### src/rtl/phase_seq_pkg.sv
// phase_seq_pkg: shared state encoding and one-hot phase helpers for the phase sequencer.
package phase_seq_pkg;

    typedef enum logic [1:0] {
        ST_HALTED,
        ST_RUN,
        ST_STEP
    } state_e;

    localparam int MAX_PH = 32;

    // Rotates the low n bits left by one; bit n-1 wraps to bit0 and bits above n stay clear.
    function automatic logic [MAX_PH-1:0] rot_onehot(input logic [MAX_PH-1:0] v, input int n);
        logic [MAX_PH-1:0] r;
        r = '0;
        r[0] = v[n-1];
        for (int i = 1; i < MAX_PH; i++)
            r[i] = (i < n) ? v[i-1] : 1'b0;
        return r;
    endfunction

    function automatic logic is_onehot(input logic [MAX_PH-1:0] v);
        return $onehot(v);
    endfunction

endpackage

### src/rtl/phase_seq_retire_counter.sv
// retire_counter: retired-instruction counter with synchronous clear and a registered wrap pulse.
module retire_counter #(
    parameter int CNT_W = 16
) (
    input  logic             clk,
    input  logic             rst_n,
    input  logic             inc,
    input  logic             clr,
    output logic [CNT_W-1:0] count,
    output logic             wrap
);

    logic [CNT_W-1:0] count_q, count_d;
    logic             wrap_q, wrap_d;

    always_comb begin
        count_d = clr ? '0 : inc ? count_q + 1'b1 : count_q;
        wrap_d  = !clr && inc && (count_q == '1);
    end

    always_ff @(posedge clk or negedge rst_n) begin
        if (!rst_n) begin
            count_q <= '0;
            wrap_q  <= 1'b0;
        end else begin
            count_q <= count_d;
            wrap_q  <= wrap_d;
        end
    end

    assign count = count_q;
    assign wrap  = wrap_q;

endmodule

### src/rtl/phase_seq.sv
// phase_seq: one-hot N-phase instruction sequencer with stall, boundary halt, single-step
// and a retired-instruction counter.
module phase_seq
    import phase_seq_pkg::*;
#(
    parameter int N_PHASES = 5,
    parameter int CNT_W    = 16
) (
    input  logic                CLK,
    input  logic                RST_N,
    input  logic                RUN_EN,
    input  logic                STEP_REQ,
    input  logic                HALT_REQ,
    input  logic                STALL,
    input  logic                CNT_CLR,
    output logic [N_PHASES-1:0] PHASE,
    output logic                ADV,
    output logic                HALTED,
    output logic [CNT_W-1:0]    RETIRED,
    output logic                WRAP
);

    if (N_PHASES < 2 || N_PHASES > MAX_PH) begin : g_bad_n_phases
        $error("phase_seq: N_PHASES must be in 2..%0d", MAX_PH);
    end

    localparam logic [N_PHASES-1:0] PH_FIRST = N_PHASES'(1);

    state_e              state_q, state_d;
    logic [N_PHASES-1:0] phase_q, phase_d;
    logic                halt_pend_q, halt_pend_d;
    logic                active, valid, adv, boundary;

    assign active   = (state_q != ST_HALTED);
    assign valid    = is_onehot(MAX_PH'(phase_q));
    assign adv      = active && !STALL;
    // A corrupted phase word never counts as a boundary, so an SEU cannot retire.
    assign boundary = adv && valid && phase_q[N_PHASES-1];

    always_comb begin
        state_d     = state_q;
        phase_d     = phase_q;
        halt_pend_d = halt_pend_q;
        case (state_q)
            ST_HALTED: begin
                phase_d     = PH_FIRST;
                halt_pend_d = 1'b0;
                state_d     = RUN_EN ? ST_RUN : STEP_REQ ? ST_STEP : ST_HALTED;
            end
            ST_RUN, ST_STEP: begin
                if (!valid)
                    phase_d = PH_FIRST;
                else if (adv)
                    phase_d = N_PHASES'(rot_onehot(MAX_PH'(phase_q), N_PHASES));
                if (state_q == ST_RUN && HALT_REQ && !boundary)
                    halt_pend_d = 1'b1;
                if (boundary && (state_q == ST_STEP || halt_pend_q || HALT_REQ || !RUN_EN)) begin
                    state_d     = ST_HALTED;
                    phase_d     = PH_FIRST;
                    halt_pend_d = 1'b0;
                end
            end
            default: begin
                state_d     = ST_HALTED;
                phase_d     = PH_FIRST;
                halt_pend_d = 1'b0;
            end
        endcase
    end

    always_ff @(posedge CLK or negedge RST_N) begin
        if (!RST_N) begin
            state_q     <= ST_HALTED;
            phase_q     <= PH_FIRST;
            halt_pend_q <= 1'b0;
        end else begin
            state_q     <= state_d;
            phase_q     <= phase_d;
            halt_pend_q <= halt_pend_d;
        end
    end

    assign PHASE  = active ? phase_q : '0;
    assign ADV    = adv;
    assign HALTED = !active;

    retire_counter #(.CNT_W(CNT_W)) u_retire_counter (
        .clk   (CLK),
        .rst_n (RST_N),
        .inc   (boundary),
        .clr   (CNT_CLR),
        .count (RETIRED),
        .wrap  (WRAP)
    );

endmodule

### config.mk
export PLATFORM = sky130hd
export DESIGN_NAME = phase_seq
export DESIGN_NICKNAME = d
export VERILOG_FILES = /design/src/rtl/phase_seq_pkg.sv /design/src/rtl/phase_seq_retire_counter.sv /design/src/rtl/phase_seq.sv
export SDC_FILE = /design/constraint.sdc
export NUM_CORES = 1
export LEC_CHECK = 0
export CAP_MARGIN = 10
export CORE_MARGIN = 8
export CORE_UTILIZATION = 45
export CTS_BUF_LIST = sky130_fd_sc_hd__clkbuf_8
export DETAILED_ROUTE_END_ITERATION = 16
export PLACE_DENSITY_LB_ADDON = 0.1
export SETUP_SLACK_MARGIN = 0.02
export SLEW_MARGIN = 15
export SYNTH_ARGS = -nofsm -noshare
export SYNTH_HDL_FRONTEND = slang
export SYNTH_SLANG_ARGS = --single-unit
### constraint.sdc
create_clock -name CLK -period 9.4 [get_ports CLK]
set_input_delay 1.88 -clock CLK [delete_from_list [all_inputs] [get_ports CLK]]
set_output_delay 1.88 -clock CLK [all_outputs]
set_load 0.01 [all_outputs]
==> metrics, run 1 <==
status finished clean; # nets final 184; core area 2980 sq um; most common cell after layout, fill and taps aside clkdlybuf4s50_1; RSZ-0062 raised after global routing no; Crit path top cell by count clkdlybuf4s50_1; via count 1161; maximum VDD drop 0.105 mV; CP peak stage delay 0.55 ns; CTS tree done; CP Max Fanout 7; average wire per standard cell 15.4 microns; DP Worst Slack 4.15 ns; setup ws final 4.16 ns; Max-Cap Viols 0; die area 5070 sq um; initial antenna violation count 0; starting density of the core 46.0%; Skew-Pair Late Insertion Delay 0.26 ns; post-synthesis instance total 142; endpoint class of the critical path primary output; library cells used by synthesis 36; critical path startpoint category primary input; clock-pin slew on the worst setup and hold paths 0.09 ns; Syn Nets 156; CP cell instances clkdlybuf4s50_1, or2_2, inv_1, clkdlybuf4s50_1; Peak Freq 191 MHz; initial drt markers 113; row cnt 20; Synth warnings 0; min cycle time layout 5.24 ns; WP data required 7.52 ns; post-CTS sizing 0; I/O pins 31; CTS Sinks 25; register area share after synthesis 45.8%; TritonCTS Buffers 3; Worst EP arrival 3.36 ns; HP Start phase_q[1]; kind of critical path primary input to primary output; final hold violations 0; Antenna Cells 0; Synth Cell Area 1370 sq um; Die H 71.2 microns; fin crit share 55.8%; routed vias/inst 5.75; Leakage 0.706 nW; Worst-Margin Slew 0.875 ns; Hold Crit Endpoint phase_q[1]; first-pass GRT wire length 5240 microns; routability cong. 0.782; layout cells sized above 1 4.14%; hold path cells 2; Worst Clk Skew 0.00302 ns; pin count of the biggest net entering global routing 26; maximum clock insertion buffer count 2; Synth Register Bits 25; crit path max-delay cell type clkdlybuf4s50_1; Hold Buf Count CTS 0; max-slew violation count 0; first-pass iteration count of the detailed router 4; worst hold path type flip-flop to flip-flop; DRC 0; Crit. Startpoint STALL; Root Driver clkbuf_8; vias in the first global route 1137; pwr dens 179 nW/um^2; dpl hpwl 2370 microns; worst reg2reg path endpoint u_retire_counter.count[14]; Avg Cell Area, Syn 9.65 sq um; CP bufs+invs 3; Overall Global Routing Usage 12.6%; commonest cells after routing, fill and taps aside 29 x clkdlybuf4s50_1, 24 x dfrtp_1, 14 x nor2_1; R2R Path Start phase_q[0]; Post-CTS Setup Inserts 0; WL final 3120 microns; Die W 71.2 microns; Fin Hold WS 0.536 ns; worst reg2reg path depth 9; number of H-tree levels 1; # setup viols final 0; gr ovfl total 0; port bufs 30; P&R area growth vs syn 25.8%; TNS Setup 0 ns; Slew headroom 41.2%; antenna-violating nets left 0; Reg2Reg Setup Slack 5.86 ns; delay-heaviest family, CP buffers and inverters
==> registers in the layout, summed over array words and instances, names as in the netlist <==
register	cells
u_retire_counter.count	16
phase_q	5
state_q	2
halt_pend_q	1
u_retire_counter.wrap	1
==> how the worst max path moves through the flow <==
stage          slack [ns]  end  cells after the start
3_3_place_gp         4.18  ADV                      4
4_1_cts              4.15  ADV                      4
5_1_grt              4.09  ADV                      4
3_5_place_dp         4.15  ADV                      4
2_1_floorplan        5.09  ADV                      3
6_report             4.16  ADV                      4
==> cells by family after synthesis <==
family | after synthesis | synth area share, %
muxes | 1 | 0.731
buffers and inverters | 18 | 5.11
adders and majority gates | 7 | 7.49
AOI/OAI and AO/OA | 24 | 11.1
xor gates and xnor gates | 8 | 5.11
DFF | 25 | 45.8
and+or+nand+nor | 59 | 24.8
==> tightest hold or removal path: cells and delay by family, from the launching register on <==
| kind | cells | cell delay (ns) |
|---|---|---|
| flip-flops | 1 | 0.36 |
| AND/OR/NAND/NOR | 1 | 0.08 |
| AO/OA/AOI/OAI | 1 | 0.06 |
==> per-layer routing <==
layer | share of wire (%) | global-route usage (%) | up-vias
met3 | 5.5 | 3.53 | 2
met5 | 0 | 0 | -
li1 | - | - | 570
met4 | 0.74 | 4.85 | 0
met1 | 48 | 16.1 | 558
met2 | 45 | 19.4 | 31
==> power by group <==
group / switching (mW) / internal, mW / leakage [nW]
clock network: 0.0341 / 0.0296 / 0.0255
registers: 0.00420 / 0.118 / 0.344
logic: 0.0809 / 0.0422 / 0.337
==> cells in the mapped netlist, drive strengths merged <==
cell | number | area share [%]
or3b | 1 | 0.64
o2111ai | 1 | 0.64
and3 | 2 | 0.91
o211ai | 1 | 0.55
fa | 2 | 2.9
or4 | 4 | 2.2
mux2i | 1 | 0.73
or2 | 1 | 0.46
buf | 2 | 0.73
o21ai | 6 | 2.2
nor4b | 2 | 1.3
a21oi | 7 | 2.6
and4 | 2 | 1.3
ha | 5 | 4.6
nand3 | 5 | 1.8
nand2b | 1 | 0.46
o41ai | 3 | 1.9
nor2 | 14 | 3.8
clkbuf | 5 | 1.4
xor2 | 4 | 2.6
nand2 | 5 | 1.4
nor3b | 1 | 0.55
or3 | 5 | 2.3
nor4bb | 1 | 0.73
inv | 11 | 3.0
dfrtp | 24 | 44
and2 | 1 | 0.46
nor2b | 1 | 0.46
nor3 | 1 | 0.36
nand4b | 1 | 0.64
o31ai | 5 | 2.7
a31oi | 1 | 0.46
nand4 | 8 | 3.7
nor4 | 3 | 1.4
dfstp | 1 | 1.9
xnor2 | 4 | 2.6
==> through the flow <==
step | cells | util, % | power [mW] | area (sq um)
CTS | 202 | 58.1 | 0.311 | 1730
finish | 202 | 57.9 | 0.309 | 1720
floorplan | 142 | - | 0.208 | 1370
global placement | 198 | 56.5 | 0.241 | 1680
global route | 202 | 57.9 | 0.330 | 1720
detailed placement | 198 | 56.5 | 0.247 | 1680
==> final cells by class <==
class / count / area, sq um
Clock buffer: 3 / 41.3
Tap cell: 33 / 41.3
Inverter: 11 / 41.3
Timing Repair Buffer: 30 / 295
Fill cell: 267 / 1250
Clock inverter: 1 / 5.00
Multi-Input combinational cell: 99 / 673
Sequential cell: 25 / 627
Power figures use the tool's default switching activity.
==> run 2, diff against run 1 <==
- clock period: 9.4 -> 4.3 ns (I/O delays scaled with it)
==> metrics, run 2 (synthesis gave the netlist of run 1 again) <==
Final Instance Area 1740 sq um (was 1720 sq um); status finished clean (unchanged); Comb pwr share 39.9% (about the same); Metal-1 WL 1450 microns (was 1510 microns); maximum clock insertion buffer count 2 (unchanged); Hold Buf Count CTS 0 (unchanged); worst reg2reg path depth 9 (unchanged); number of H-tree levels 1 (unchanged); HP Start halt_pend_q (was phase_q[1]); gr ovfl total 0 (unchanged); Worst-Margin Slew 0.826 ns (was 0.875 ns); routability cong. 0.812 (was 0.782); Overall Global Routing Usage 12.9% (was 12.6%); met2 wire length 1420 microns (was 1410 microns); final hold violations 0 (unchanged); Die H 71.2 microns (unchanged); sw power 257 uW (was 119 uW); maximum VDD drop 0.319 mV (was 0.105 mV); kind of critical path flip-flop to flip-flop (was primary input to primary output); antenna-violating nets left 0 (unchanged); Die W 71.2 microns (unchanged); pwr dens 386 nW/um^2 (was 179 nW/um^2); R2R Path Start phase_q[0] (unchanged); Antenna Cells 0 (unchanged); first-pass GRT wire length 5400 microns (was 5240 microns); TNS Setup 0 ns (unchanged); final cell count without fillers 204 (was 202); core area 2980 sq um (unchanged); post-CTS sizing 0 (unchanged); average wire per standard cell 15.5 microns (was 15.4 microns); I/O pins 31 (unchanged); vias in the first global route 1124 (was 1137); critical path startpoint category flip-flop (was primary input); met3 wire length 274 microns (was 172 microns); P&R area growth vs syn 26.8% (was 25.8%); Hold Crit Endpoint halt_pend_q (was phase_q[1]); Skew-Pair Late Insertion Delay 0.26 ns (about the same); layout cells sized above 1 4.68% (was 4.14%); WP data required 4.48 ns (was 7.52 ns); clock-pin slew on the worst setup and hold paths 0.09 ns (about the same); Top Metal Used met4 (unchanged); row cnt 20 (unchanged); Leakage 0.717 nW (was 0.706 nW); dpl hpwl 2380 microns (was 2370 microns); Root Driver clkbuf_8 (unchanged); port bufs 30 (unchanged); Post-CTS Setup Inserts 0 (unchanged); DRC 0 (unchanged); Clock Power Share 20.2% (was 20.6%); setup ws final 0.792 ns (was 4.16 ns); commonest cells after routing, fill and taps aside 29 x clkdlybuf4s50_1, 24 x dfrtp_1, 14 x nor2_1 (unchanged); max-slew violation count 0 (unchanged); pin count of the biggest net entering global routing 26 (unchanged); initial drt markers 79 (was 113); worst hold path type flip-flop to flip-flop (unchanged); die area 5070 sq um (unchanged); Peak Freq 285 MHz; RSZ-0062 raised after global routing no (unchanged); Worst Clk Skew 0.00527 ns (was 0.00302 ns); Pint 414 uW (was 190 uW); hold path cells 2 (unchanged); routed vias/inst 5.63 (was 5.75); max reg flops 16 (unchanged); # setup viols final 0 (unchanged); CTS Sinks 25 (unchanged); endpoint class of the critical path flip-flop (was primary output); total power draw 671 uW (was 309 uW); starting density of the core 46.0% (unchanged); most common cell after layout, fill and taps aside clkdlybuf4s50_1 (unchanged); Reg2Reg Setup Slack 0.79 ns (was 5.86 ns); Worst EP arrival 3.69 ns (was 3.36 ns); min cycle time layout 3.51 ns; placed cells 200 (was 198); TritonCTS Buffers 3 (unchanged); # nets final 186 (was 184); worst reg2reg path endpoint u_retire_counter.count[13] (was u_retire_counter.count[14]); CTS tree done (unchanged); via count 1149 (was 1161); Slew headroom 44.5% (was 41.2%); first-pass iteration count of the detailed router 4 (unchanged); WL final 3160 microns (was 3120 microns); Placed Area 1700 sq um (was 1680 sq um); Max-Cap Viols 0 (unchanged); initial antenna violation count 0 (unchanged); CP Max Fanout 9 (was 7); Sw Ratio 38.3% (was 38.6%); DP Worst Slack 0.793 ns (was 4.15 ns); Flop pwr share 39.8% (was 39.5%); fin crit share 81.6%
[run 2: layout make-up]
cell class,instances,area [sq um]
fillers,267,1240
inverters,11,41.3
clock buffers,3,41.3
well taps,33,41.3
clock inverters,1,3.75
repair buffers,32,310
multi-input cells,99,673
flip-flops and latches,25,627
[run 2: worst max path at each step]
stage                     startpoint                    endpoint  depth (start not counted)
final                     phase_q[0]  u_retire_counter.count[13]                          9
after global routing      phase_q[0]  u_retire_counter.count[14]                          9
after CTS                 phase_q[0]  u_retire_counter.count[15]                          9
after detailed placement  phase_q[0]  u_retire_counter.count[15]                          9
after global placement    phase_q[0]  u_retire_counter.count[15]                          9
after floorplan           phase_q[0]  u_retire_counter.count[15]                         11
[run 2: critical path, cell delays in order (launching register included)]
cell and delay, ns:
dfstp_2 0.53, inv_1 0.08, fa_1 0.49, fa_1 0.36
inv_1 0.06, ha_1 0.24, or3_1 0.51, or3_1 0.56
or4_1 0.45, a21oi_1 0.15
[run 2: power by group through the flow]
| stage | logic [mW] | registers (mW) | clock network [mW] |
|---|---|---|---|
| after floorplan | 0.186 | 0.269 | 0 |
| after global placement | 0.264 | 0.270 | 0 |
| after detailed placement | 0.265 | 0.272 | 0 |
| after CTS | 0.267 | 0.267 | 0.140 |
| after global routing | 0.297 | 0.269 | 0.149 |
| final | 0.268 | 0.267 | 0.136 |
[run 2: through the flow]
| step | hold WS, ns | util [%] |
|---|---|---|
| 2_1_floorplan | 0.464 | - |
| 3_3_place_gp | 0.487 | 57.0 |
| 3_5_place_dp | 0.505 | 57.0 |
| 4_1_cts | 0.524 | 58.5 |
| 5_1_grt | 0.545 | 58.4 |
| 6_report | 0.521 | 58.4 |
[run 2: per-layer routing]
metal / up-vias / global-route usage [%]
met1: 545 / 16.3
met2: 31 / 20.1
met3: 2 / 4.66
met5: - / 0
li1: 571 / -
met4: 0 / 3.23
==> run 3, diff against run 2 <==
- clock period: 4.3 -> 3.61 ns (I/O delays scaled with it)
==> metrics, run 3 (synthesis gave the netlist of run 1 again) <==
port bufs 30 (unchanged); Reg2Reg Setup Slack 0.26 ns (was 0.79 ns); final cell count without fillers 209 (was 204); CP Max Fanout 9 (unchanged); commonest cells after routing, fill and taps aside 30 x clkdlybuf4s50_1, 24 x dfrtp_1, 14 x nor2_1 (was 29 x clkdlybuf4s50_1, 24 x dfrtp_1, 14 x nor2_1); Max-Cap Viols 0 (unchanged); first-pass iteration count of the detailed router 4 (unchanged); Overall Global Routing Usage 13.2% (was 12.9%); pin count of the biggest net entering global routing 26 (unchanged); Layout fillers 266 (was 267); RSZ-0062 raised after global routing no (unchanged); Skew-Pair Late Insertion Delay 0.27 ns (was 0.26 ns); min cycle time layout 3.35 ns (was 3.51 ns); Leakage 0.737 nW (was 0.717 nW); endpoint class of the critical path flip-flop (unchanged); WL final 3180 microns (was 3160 microns); Comb pwr share 44.4% (was 39.9%); Die H 71.2 microns (unchanged); max reg flops 16 (unchanged); Sw Ratio 37.4% (was 38.3%); max-slew violation count 0 (unchanged); placed cells 205 (was 200); P&R area growth vs syn 30.2% (was 26.8%); first-pass GRT wire length 5450 microns (was 5400 microns); sw power 330 uW (was 257 uW); core area 2980 sq um (unchanged); initial antenna violation count 0 (unchanged); final hold violations 0 (unchanged); clock-pin slew on the worst setup and hold paths 0.10 ns (was 0.09 ns); maximum VDD drop 0.319 mV (about the same); Slew headroom 60.5% (was 44.5%); TritonCTS Buffers 3 (unchanged); CP endpoint u_retire_counter.count[13] (unchanged); Crit. Startpoint phase_q[0] (unchanged); Flop pwr share 36.0% (was 39.8%); TNS Setup 0 ns (unchanged); Hold Buf Count CTS 0 (unchanged); Worst EP arrival 3.54 ns (was 3.69 ns); Root Driver clkbuf_8 (unchanged); R2R Path Start phase_q[0] (unchanged); pwr dens 495 nW/um^2 (was 386 nW/um^2); FF+latch area 627 sq um (unchanged); layout cells sized above 1 7.39% (was 4.68%); Worst-Margin Slew 0.591 ns (was 0.826 ns); most common cell after layout, fill and taps aside clkdlybuf4s50_1 (unchanged); worst reg2reg path depth 9 (unchanged); Post-CTS Setup Inserts 0 (unchanged); CTS tree done (unchanged); initial drt markers 78 (was 79); starting density of the core 46.0% (unchanged); I/O pins 31 (unchanged); critical path startpoint category flip-flop (unchanged); maximum clock insertion buffer count 2 (unchanged); Fin Hold WS 0.539 ns (was 0.521 ns); die area 5070 sq um (unchanged); average wire per standard cell 15.2 microns (was 15.5 microns); Worst Clk Skew 0.00843 ns (was 0.00527 ns); status finished clean (unchanged); worst reg2reg path endpoint u_retire_counter.count[13] (unchanged); # setup viols final 0 (unchanged); via count 1184 (was 1149); Pint 554 uW (was 414 uW); Antenna Cells 0 (unchanged); number of H-tree levels 1 (unchanged); multi-input logic area 673 sq um (unchanged); CTS Sinks 25 (unchanged); WP data required 3.81 ns (was 4.48 ns); gr ovfl total 0 (unchanged); Core Util, Final 59.9% (was 58.4%); dpl hpwl 2390 microns (was 2380 microns); Die W 71.2 microns (unchanged); worst hold path type flip-flop to flip-flop (unchanged); antenna-violating nets left 0 (unchanged); row cnt 20 (unchanged); fin crit share 92.7% (was 81.6%); routability cong. 0.803 (was 0.812); kind of critical path flip-flop to flip-flop (unchanged); Clock Power Share 19.6% (was 20.2%); Peak Freq 299 MHz (was 285 MHz); post-CTS sizing 0 (unchanged); vias in the first global route 1195 (was 1124); # nets final 191 (was 186); routed vias/inst 5.67 (was 5.63); DRC 0 (unchanged)
==> run 3: worst min path at each step <==
stage,cells past startpoint,from,endpoint,slack (ns)
after floorplan,0,RST_N,halt_pend_q,0.43
after global routing,2,phase_q[1],phase_q[1],0.57
final,2,phase_q[1],phase_q[1],0.54
after CTS,2,phase_q[2],phase_q[2],0.54
after global placement,2,halt_pend_q,halt_pend_q,0.49
after detailed placement,2,phase_q[2],phase_q[2],0.52
==> run 3: routing by layer <==
| metal | share of wire, % | vias up | global-route usage, % |
|---|---|---|---|
| met4 | 1.3 | 0 | 5.77 |
| met5 | 0 | - | 0 |
| met2 | 46 | 28 | 21.2 |
| met3 | 6.2 | 5 | 4.24 |
| met1 | 46 | 570 | 15.6 |
| li1 | - | 581 | - |
==> run 3: layout make-up <==
class                      count  area share, %
timing repair buffer          37           19.8
tap                           33           2.31
clock buffer                   3           2.31
sequential                    25           35.1
multi-input combinational     99           37.7
inverter                      11           2.31
clock inverter                 1          0.421
==> run 3: metrics by stage <==
| step | total power [mW] | worst slack [ns] | cell area [sq um] |
|---|---|---|---|
| finish | 0.884 | 0.263 | 1780 |
| global route | 0.938 | 0.115 | 1780 |
| CTS | 0.887 | 0.246 | 1780 |
| detailed placement | 0.714 | 0.242 | 1740 |
| global placement | 0.705 | 0.366 | 1740 |
| floorplan | 0.542 | 0.310 | 1370 |
==> run 3: power by group through the flow <==
stage	combinational (mW)	clock, mW	sequential [mW]
global route	0.429	0.189	0.320
CTS	0.393	0.176	0.318
detailed placement	0.390	0	0.324
floorplan	0.221	0	0.320
global placement	0.383	0	0.322
finish	0.392	0.174	0.318
==> run 3: worst max-delay path, stage by stage (launching register included) <==
cell	delay (ns)
dfstp_2	0.52
inv_1	0.08
fa_1	0.50
fa_1	0.37
inv_1	0.07
ha_1	0.24
or3_1	0.40
or3_1	0.50
or4_1	0.43
a21oi_1	0.16
